### src/rtl/comp.sv
`default_nettype none
// ============================================================================
//  Module      : comp
//  Description : Registered WIDTH-bit unsigned magnitude comparator with
//                74HC85-style cascade inputs. When A == B the cascade inputs
//                from a lower slice decide the result, so several stages can
//                be chained from the LSB slice up to the MSB slice.
//                Outputs are registered, giving one cycle of latency.
//  Revision    : 1.0  initial release
// ============================================================================
module comp #(
    parameter int WIDTH = 4
) (
    input  logic             clk,
    input  logic             rst,
    input  logic             in_valid,
    input  logic             IGT,
    input  logic             ILE,
    input  logic             IEQ,
    input  logic [WIDTH-1:0] A,
    input  logic [WIDTH-1:0] B,
    output logic             FGT,
    output logic             FLE,
    output logic             FEQ,
    output logic             out_valid
);

    // Ripple compare chain, built from the LSB upward. Entry i+1 holds the
    // verdict for bits [i:0]. A higher bit that differs overrides whatever
    // the lower bits decided, which gives the MSB priority of a plain
    // unsigned compare.
    logic [WIDTH:0]   w_gt_chain;
    logic [WIDTH:0]   w_lt_chain;
    logic [WIDTH-1:0] w_bit_eq;

    assign w_gt_chain[0] = 1'b0;
    assign w_lt_chain[0] = 1'b0;

    generate
        for (genvar gi = 0; gi < WIDTH; gi++) begin : g_bit_cmp
            assign w_bit_eq[gi]      = ~(A[gi] ^ B[gi]);
            assign w_gt_chain[gi+1]  = (A[gi] & ~B[gi]) | (w_bit_eq[gi] & w_gt_chain[gi]);
            assign w_lt_chain[gi+1]  = (~A[gi] & B[gi]) | (w_bit_eq[gi] & w_lt_chain[gi]);
        end
    endgenerate

    logic w_a_gt_b;
    logic w_a_lt_b;
    logic w_a_eq_b;

    assign w_a_gt_b = w_gt_chain[WIDTH];
    assign w_a_lt_b = w_lt_chain[WIDTH];
    assign w_a_eq_b = &w_bit_eq;

    // Combine the local compare with the cascade inputs. A local difference
    // wins outright; on equality IEQ dominates, otherwise IGT/ILE pass
    // through unchanged (including the degenerate 1,1 and 0,0 patterns).
    logic w_gt;
    logic w_lt;
    logic w_eq;

    always_comb begin
        w_gt = 1'b0;
        w_lt = 1'b0;
        w_eq = 1'b0;
        if (w_a_gt_b) begin
            w_gt = 1'b1;
        end else if (w_a_lt_b) begin
            w_lt = 1'b1;
        end else if (w_a_eq_b && IEQ) begin
            w_eq = 1'b1;
        end else begin
            w_gt = IGT;
            w_lt = ILE;
        end
    end

    // Output registers: flags load only on valid input and hold otherwise;
    // out_valid tracks in_valid. Reset clears everything, discarding any
    // in-flight result.
    logic r_fgt;
    logic r_fle;
    logic r_feq;
    logic r_out_valid;

    always_ff @(posedge clk) begin
        if (rst) begin
            r_fgt       <= 1'b0;
            r_fle       <= 1'b0;
            r_feq       <= 1'b0;
            r_out_valid <= 1'b0;
        end else begin
            r_out_valid <= in_valid;
            if (in_valid) begin
                r_fgt <= w_gt;
                r_fle <= w_lt;
                r_feq <= w_eq;
            end
        end
    end

    assign FGT       = r_fgt;
    assign FLE       = r_fle;
    assign FEQ       = r_feq;
    assign out_valid = r_out_valid;

endmodule
`default_nettype wire

### config.mk
export PLATFORM = sky130hd
export DESIGN_NAME = comp
export DESIGN_NICKNAME = d
export VERILOG_FILES = /design/src/rtl/comp.sv
export SDC_FILE = /design/constraint.sdc
export NUM_CORES = 1
export LEC_CHECK = 0
export ABC_AREA = 1
export CORE_AREA = 4 4 41 43
export CTS_BUF_LIST = sky130_fd_sc_hd__clkbuf_8
export DETAILED_ROUTE_END_ITERATION = 8
export DIE_AREA = 0 0 45 47
export PLACE_DENSITY = 0.57
export REMOVE_ABC_BUFFERS = 1
export SETUP_SLACK_MARGIN = 0.4
export SLEW_MARGIN = 40
export SYNTH_ARGS = -nofsm -noshare
export SYNTH_HDL_FRONTEND = slang
export SYNTH_SLANG_ARGS = --single-unit
export TNS_END_PERCENT = 30
### constraint.sdc
create_clock -name clk -period 1.6 [get_ports clk]
set_input_delay 0.32 -clock clk [delete_from_list [all_inputs] [get_ports clk]]
set_output_delay 0.32 -clock clk [all_outputs]
set_load 0.03 [all_outputs]
== Word level (Yosys, flattened, before mapping) ==
Index checks and enable logic that the tools add are counted.
W data, S select, Z words.

* Flip-flop bits (word level): 4

* Mux-type cells: 9
* Bitwise operators: 36
* Reduce and logical (&&, ||, !) cells: 2

{| class="wikitable"
|+ Operators with widths
! kind !! number
|-
| $and A1 B1 Y1 || 14
|-
| $not A1 Y1 || 12
|-
| $mux W1 || 9
|-
| $or A1 B1 Y1 || 6
|-
| $reduce_and A4 Y1 || 1
|-
| $xor A1 B1 Y1 || 4
|-
| $logic_and A1 B1 Y1 || 1
|}

== Longest topological paths before layout ==
Gate-level depths: netlist of the first run.

* Depth in word-level cells: 10
* Depth in mapped cells: 9
* Gate-level depth less buffers: 9

== Least setup slack after synthesis of the first run ==
No wires, ideal clock.

* Path type: input to register
* From: input A[3]
* To: register r_fle (netlist: FLE)
* Arrival time: 1,100 ps
* Data required time: 1,484 ps
* Setup slack: 384 ps
* Stages on the path: 8
* Buffers on the path: 0
* Cells stage by stage: inv_1 ha_1 nand2_2 inv_1 a21oi_1 nand2_1 nand2_1 a21oi_1

* Longest elaborated chain between the ends: 7
* Elaborated cells on any way between the ends: 14
* Classes of those cells: 3 x mux; 9 x bitwise; 2 x reduce/logical

{| class="wikitable"
|+ RTL lines
! item !! RTL line !! source
|-
| start, declared || 20 || <nowiki>input logic [WIDTH-1:0] A,</nowiki>
|-
| $xor A1 B1 Y1 || 41 || <nowiki>assign w_bit_eq[gi] = ~(A[gi] ^ B[gi]);</nowiki>
|-
| $not A1 Y1 || 41 ||
|-
| $reduce_and A4 Y1 || 53 || <nowiki>assign w_a_eq_b = &w_bit_eq;</nowiki>
|-
| $logic_and A1 B1 Y1 || 70 || <nowiki>end else if (w_a_eq_b && IEQ) begin</nowiki>
|-
| $mux W1 || 70 ||
|-
| $mux W1 || 68 || <nowiki>end else if (w_a_lt_b) begin</nowiki>
|-
| $mux W1 (*) || 66 || <nowiki>if (w_a_gt_b) begin</nowiki>
|-
| end signal, assigned || 96 || <nowiki>r_fle <= w_lt;</nowiki>
|-
| end, declared || 82 || <nowiki>logic r_fle;</nowiki>
|}

Every way passes the cells marked *; elsewhere a longest branch is shown, timed or not.
A chain may end at the register's enable or synchronous reset.

== Worst setup path in the final report of the first run ==
* From: register r_feq (netlist: FEQ)
* To: output FEQ

{| class="wikitable"
|+ RTL lines
! item !! RTL line !! source
|-
| start, declared || 83 || <nowiki>logic r_feq;</nowiki>
|-
| start signal, assigned || 97 || <nowiki>r_feq <= w_eq;</nowiki>
|-
| end, declared || 24 || <nowiki>output logic FEQ,</nowiki>
|}

No word-level cell between the ends.

==> flow_summary.yaml, run 1 <==
yosys:
  yosys.area_share.simple_pct: 26.0
  synthCells: 54
  avgSynthCellArea_sq_um: 6.77
  synth_top_family_by_area: "adder cells"
  yosys-mux-area-fraction_pct: 0
  seq_area_frac_synth_pct: 21.9
  syn_area_sq_um: 365
  yosys.area_share.xor_xnor_pct: 0
  synth_compound_area_share_pct: 11.3
  ys_seq_elements: 4
  synth-adder-area-share_pct: 27.4
  ys_types: 14
  yosys_warnings: 0
setup_path:
  startpoint_type: "flop"
  crit_family: "buffers and inverters"
  cp_num_buf_inv: 1
  path_class: "reg -> out"
  worst_path_max_delay_cell: "clkdlybuf4s15_1"
  critical_path.max_fanout: 2
  path_cells: "clkdlybuf4s15_1"
  max_stage_delay_ns: 0.36
  crit_arrival_ns: 0.89
  cp-end-kind: "output port"
  required_ns: 1.28
power_and_ir_drop:
  power_leakage_nw: 0.340
  p_sw_share_pct: 27.1
  max-vdd-ir-drop_mv: 0.483
  p_comb_share_pct: 32.2
  clockPowerShare_pct: 44.5
  p_int_mw: 0.339
  switching_power_mw: 0.126
  power.density_mw_per_mm2: 659
  seqPwrFrac_pct: 23.4
timing:
  maxSlewHeadroom_pct: 79.6
  tightest_slew_ns: 0.307
  fmax_mhz: 827
  fin_crit_ns: 1.21
  finalHoldViolations: 0
  whs_ns: 0.459
  setup_tns_ns: 0
  fin_crit_sh_pct: 75.6
  setup_slack_ns: 0.391
  finalMaxSlewViolations: 0
  finalSetupViolations: 0
  skew_ns: 0
  rsz0062_at_grt: "true"
job:
  maxCapViolCount: 0
detailed_routing:
  drtPass1Iterations: 3
  vias_per_cell: 4.32
  routed_wirelength_um: 901
  num_vias: 402
  first_iter_violations: 2
  drcViolationCount: 0
  wl_per_cell_um: 9.69
  ant_nets: 0
floorplan:
  ios: 18
  die_area_sq_mm: 0.00212
  core_area_sq_mm: 0.00130
  die_h_um: 47
  die_x_um: 45
  rows: 13
  start_util_pct: 28.1
clock_tree:
  cts_sinks: 4
  clockBufferDepth: 2
  numCtsBuffers: 3
  cts_root_buf: "clkbuf_8"
  cts_tree: "yes"
  cts_setup_buffers: 0
  clock_latency_ns: 0.21
  htree_levels: 1
  path_clk_slew_ns: 0.03
  cts_hold_buf: 0
grt:
  grt_usage_pct: 9.47
  grt_max_degree: 5
  grt-ovfl-total: 0
  first_global_vias: 402
  grt_pass1_wl_um: 1460
  antenna_found_initial: 0
cells_and_area:
  area.growth.synth_to_final_pct: 92.8
  drive_gt1_share_pct: 46.2
  antenna_cells: 0
  final_net_count: 102
  fillers: 129
placement:
  hpwl_um: 662
  portBuffers: 17
  place.gp.congestion: 0.709
  preCtsSetupSlack_ns: -0.202
run_status:
  outcome: "finished clean"
hold_path:
  min_path_type: "reg -> reg"
-- power by group through the flow --
stage	Sequential [mW]	Combinational [mW]	Clock (mW)
after global routing	0.109	0.164	0.229
after CTS	0.109	0.140	0.215
after detailed placement	0.110	0.122	0
after global placement	0.110	0.121	0
final	0.109	0.149	0.206
after floorplan	0.121	0.0481	0
-- area by class of cell --
type,instances,area (sq um),share of cell area (%)
tap,15,18.8,2.66
multi-input combinational,37,332,47.1
sequential,4,80.1,11.4
inverter,13,51.3,7.28
timing repair buffer,21,181,25.8
clock buffer,3,41.3,5.86
-- synthesized netlist by cell type --
cell	instances	area, sq um
a21oi_2	1	8.76
nand2b_1	1	6.26
nand2_1	13	48.8
nor2_1	3	11.3
ha_1	8	100
dfxtp_1	4	80.1
nor2_2	2	12.5
nand2_2	1	6.26
o21ai_0	1	5.00
a21oi_1	4	20.0
o21bai_1	1	7.51
inv_2	1	3.75
inv_1	12	45.0
nand3_1	2	10.0
-- final timing paths --
| path | cells after the start | slack [ns] | end | from |
|---|---|---|---|---|
| hold / removal | 2 | 0.46 | FLE | FLE |
| setup reg to reg | 2 | 1.00 | FGT | FGT |
| hold reg to reg | 2 | 0.46 | FLE | FLE |
| setup / recovery | 1 | 0.39 | FEQ | FEQ |
-- flip-flops by register name, indices dropped and copies added (netlist names) --
| register | count |
|---|---|
| FEQ | 1 |
| FGT | 1 |
| FLE | 1 |
| out_valid | 1 |
-- logic make-up after synthesis --
| family | count (synthesis) |
|---|---|
| simple gates | 22 |
| buf+inv | 13 |
| fa+ha+maj | 8 |
| compound gates | 7 |
| flops | 4 |
-- metrics by stage --
step / power, mW / std cells / util (%) / cell area, sq um
finish: 0.464 / 93 / 54.1 / 704
global route: 0.502 / 93 / 54.1 / 704
CTS: 0.464 / 93 / 53.2 / 692
detailed placement: 0.232 / 90 / 44.9 / 584
global placement: 0.231 / 90 / 44.9 / 584
floorplan: 0.169 / 54 / - / 365
-- worst register-to-register path: cells and delay by family (launching register included) --
kind	cells	cell delay (ns)
flip-flops	1	0.30
AO/OA/AOI/OAI	2	0.18
-- metal layers --
metal  GRT usage [%]  up-vias  wire length, um
met4            1.75        0                0
met2            17.5        8              493
li1                -      211                -
met1            9.75      183              355
met5               0        -                0
met3            4.60        0               51
-- timing repair --
item | CTS | global route
setup endpoints to repair | 7 | 6
gates resized for setup | 36 | 16
endpoints found under the hold margin | 0 | 0
pin swaps | 12 | 5
-- cell usage in the layout, fill, tap and decap left out, drive strengths merged --
| cell type | n |
|---|---|
| a21oi | 5 |
| buf | 4 |
| clkbuf | 7 |
| clkdlybuf4s15 | 8 |
| clkdlybuf4s50 | 5 |
| dfxtp | 4 |
| ha | 8 |
| inv | 13 |
| nand2 | 14 |
| nand2b | 1 |
| nand3 | 2 |
| nor2 | 5 |
| o21ai | 1 |
| o21bai | 1 |
No activity file was read; power rests on OpenSTA's default activity.
==> inputs of run 2 (changes only) <==
PLACE_DENSITY = 0.59   (was 0.57)
clock period = 1 ns   (was 1.6 ns; I/O delays follow)
==> run 2 against run 1 <==
Total power up 73%. Combinational power up 93%. Sequential power up 61%. Largest power group unchanged. Highest routed layer is now met4.
==> flow_summary.yaml, run 2 (synthesized netlist as in run 1, its figures left out) <==
clock_tree:
  clockBufferDepth: 2
  clock_latency_ns: 0.22
  cts_sinks: 4
  numCtsBuffers: 3
  htree_levels: 1
  path_clk_slew_ns: 0.03
  cts_root_buf: "clkbuf_8"
  cts_tree: "yes"
setup_path:
  cp.depth: 1
  worst_path_max_delay_cell: "dfxtp_1"
  critical_path.max_fanout: 2
  r2r_start: "FLE"
  cp-end-kind: "output port"
  startpoint_type: "flop"
  path_class: "reg -> out"
  cp_num_buf_inv: 1
  r2r_setup_slack_ns: 0.34
  max_stage_delay_ns: 0.36
  path_cells: "buf_6"
  r2r-end: "FLE"
  crit_arrival_ns: 0.73
  crit_family: "flip-flops"
  required_ns: 0.80
  reg2reg_depth: 2
timing:
  finalSetupViolations: 0
  fin_crit_ns: 0.928
  fmax_mhz: 1080
  finalHoldViolations: 0
  skew_ns: 0
  rsz0062_at_grt: "true"
  tightest_slew_ns: 0.218
  finalMaxSlewViolations: 0
  whs_ns: 0.445
  maxSlewHeadroom_pct: 85.4
  fin_crit_sh_pct: 92.8
cells_and_area:
  regArea_sq_um: 80.1
  fillers: 126
  area.growth.synth_to_final_pct: 116
  drive_gt1_share_pct: 65.0
  final_common_cell: "buf_4"
  finalNonFillerCells: 95
  multi_input_area_sq_um: 365
  antenna_cells: 0
  final_net_count: 104
  layout_common_cells: "9 x buf_4, 7 x nand2_1, 6 x nand2_2, 6 x ha_4, 6 x buf_6"
floorplan:
  die_x_um: 45
  start_util_pct: 28.1
  die_area_sq_mm: 0.00212
  ios: 18
  core_area_sq_mm: 0.00130
  rows: 13
  die_h_um: 47
power_and_ir_drop:
  max-vdd-ir-drop_mv: 0.405
  power.density_mw_per_mm2: 1020
  power_leakage_nw: 0.371
detailed_routing:
  ant_nets: 0
  num_vias: 413
  drtPass1Iterations: 2
  routed_wirelength_um: 1050
  wl_per_cell_um: 11.0
  drcViolationCount: 0
  first_iter_violations: 7
  vias_per_cell: 4.35
placement:
  hpwl_um: 721
  portBuffers: 17
  place_inst: 92
  place.gp.congestion: 0.650
hold_path:
  min_path_cells: 3
  min_path_type: "in -> reg"
  min_from: "in_valid"
  holdPathEnd: "FGT"
grt:
  grt_usage_pct: 12.4
  antenna_found_initial: 0
  grt-ovfl-total: 0
  first_global_vias: 447
  grt_max_degree: 4
  grt_pass1_wl_um: 1810
run_status:
  outcome: "finished clean"
job:
  maxCapViolCount: 0
-- run 2: report_power, final --
part / switching, mW / total [mW] / internal, mW
Sequential: 0.00495 / 0.175 / 0.170
Combinational: 0.136 / 0.288 / 0.152
Clock: 0.0861 / 0.343 / 0.257
Total: 0.227 / 0.805 / 0.578
-- run 2: cell type report --
class | instances | share of cell area, %
repair buffers | 23 | 28.8
multi-input cells | 37 | 46.3
flip-flops and latches | 4 | 10.1
well taps | 15 | 2.38
clock buffers | 3 | 5.23
inverters | 13 | 7.13
-- run 2: worst reg2reg max path, stage by stage (launching register included) --
cell     delay, ns
dfxtp_1       0.36
nand2_1       0.09
a21oi_2       0.15
-- run 2: how the worst max path moves through the flow --
| stage | slack, ns | to | from |
|---|---|---|---|
| 3_3_place_gp | -0.65 | FLE | A[3] |
| 4_1_cts | 0.05 | FLE | B[1] |
| 3_5_place_dp | -0.69 | FLE | A[3] |
| 6_report | 0.07 | FLE | FLE |
| 2_1_floorplan | -0.1 | FLE | A[3] |
| 5_1_grt | 0.03 | FLE | A[3] |
-- run 2: through the flow --
step	setup slack [ns]	utilization [%]	total power, mW	cell area [sq um]	setup TNS, ns
2_1_floorplan	-0.0964	-	0.271	365	-0.221
3_3_place_gp	-0.648	45.3	0.371	589	-1.93
3_5_place_dp	-0.688	45.3	0.375	589	-2.04
4_1_cts	0.0521	57.9	0.795	753	0
5_1_grt	0.0266	60.7	0.855	790	0
6_report	0.0718	60.7	0.805	790	0
-- run 2: what timing repair did --
item	CTS	global route
hold endpoints to repair	0	0
buffers inserted	0	0
pin swaps	20	11
endpoints found under the setup margin	8	8
gates resized for setup	74	10
gates cloned	0	0
hold buffers	0	0
-- run 2: metal layers --
metal  global-route usage [%]  up-vias  part of all wire, %
met5                        0        -                    0
met4                     10.5        0                  2.3
met3                     2.68        3                  4.7
met2                     20.3       10                   51
met1                     13.6      183                   41
li1                         -      217                    -
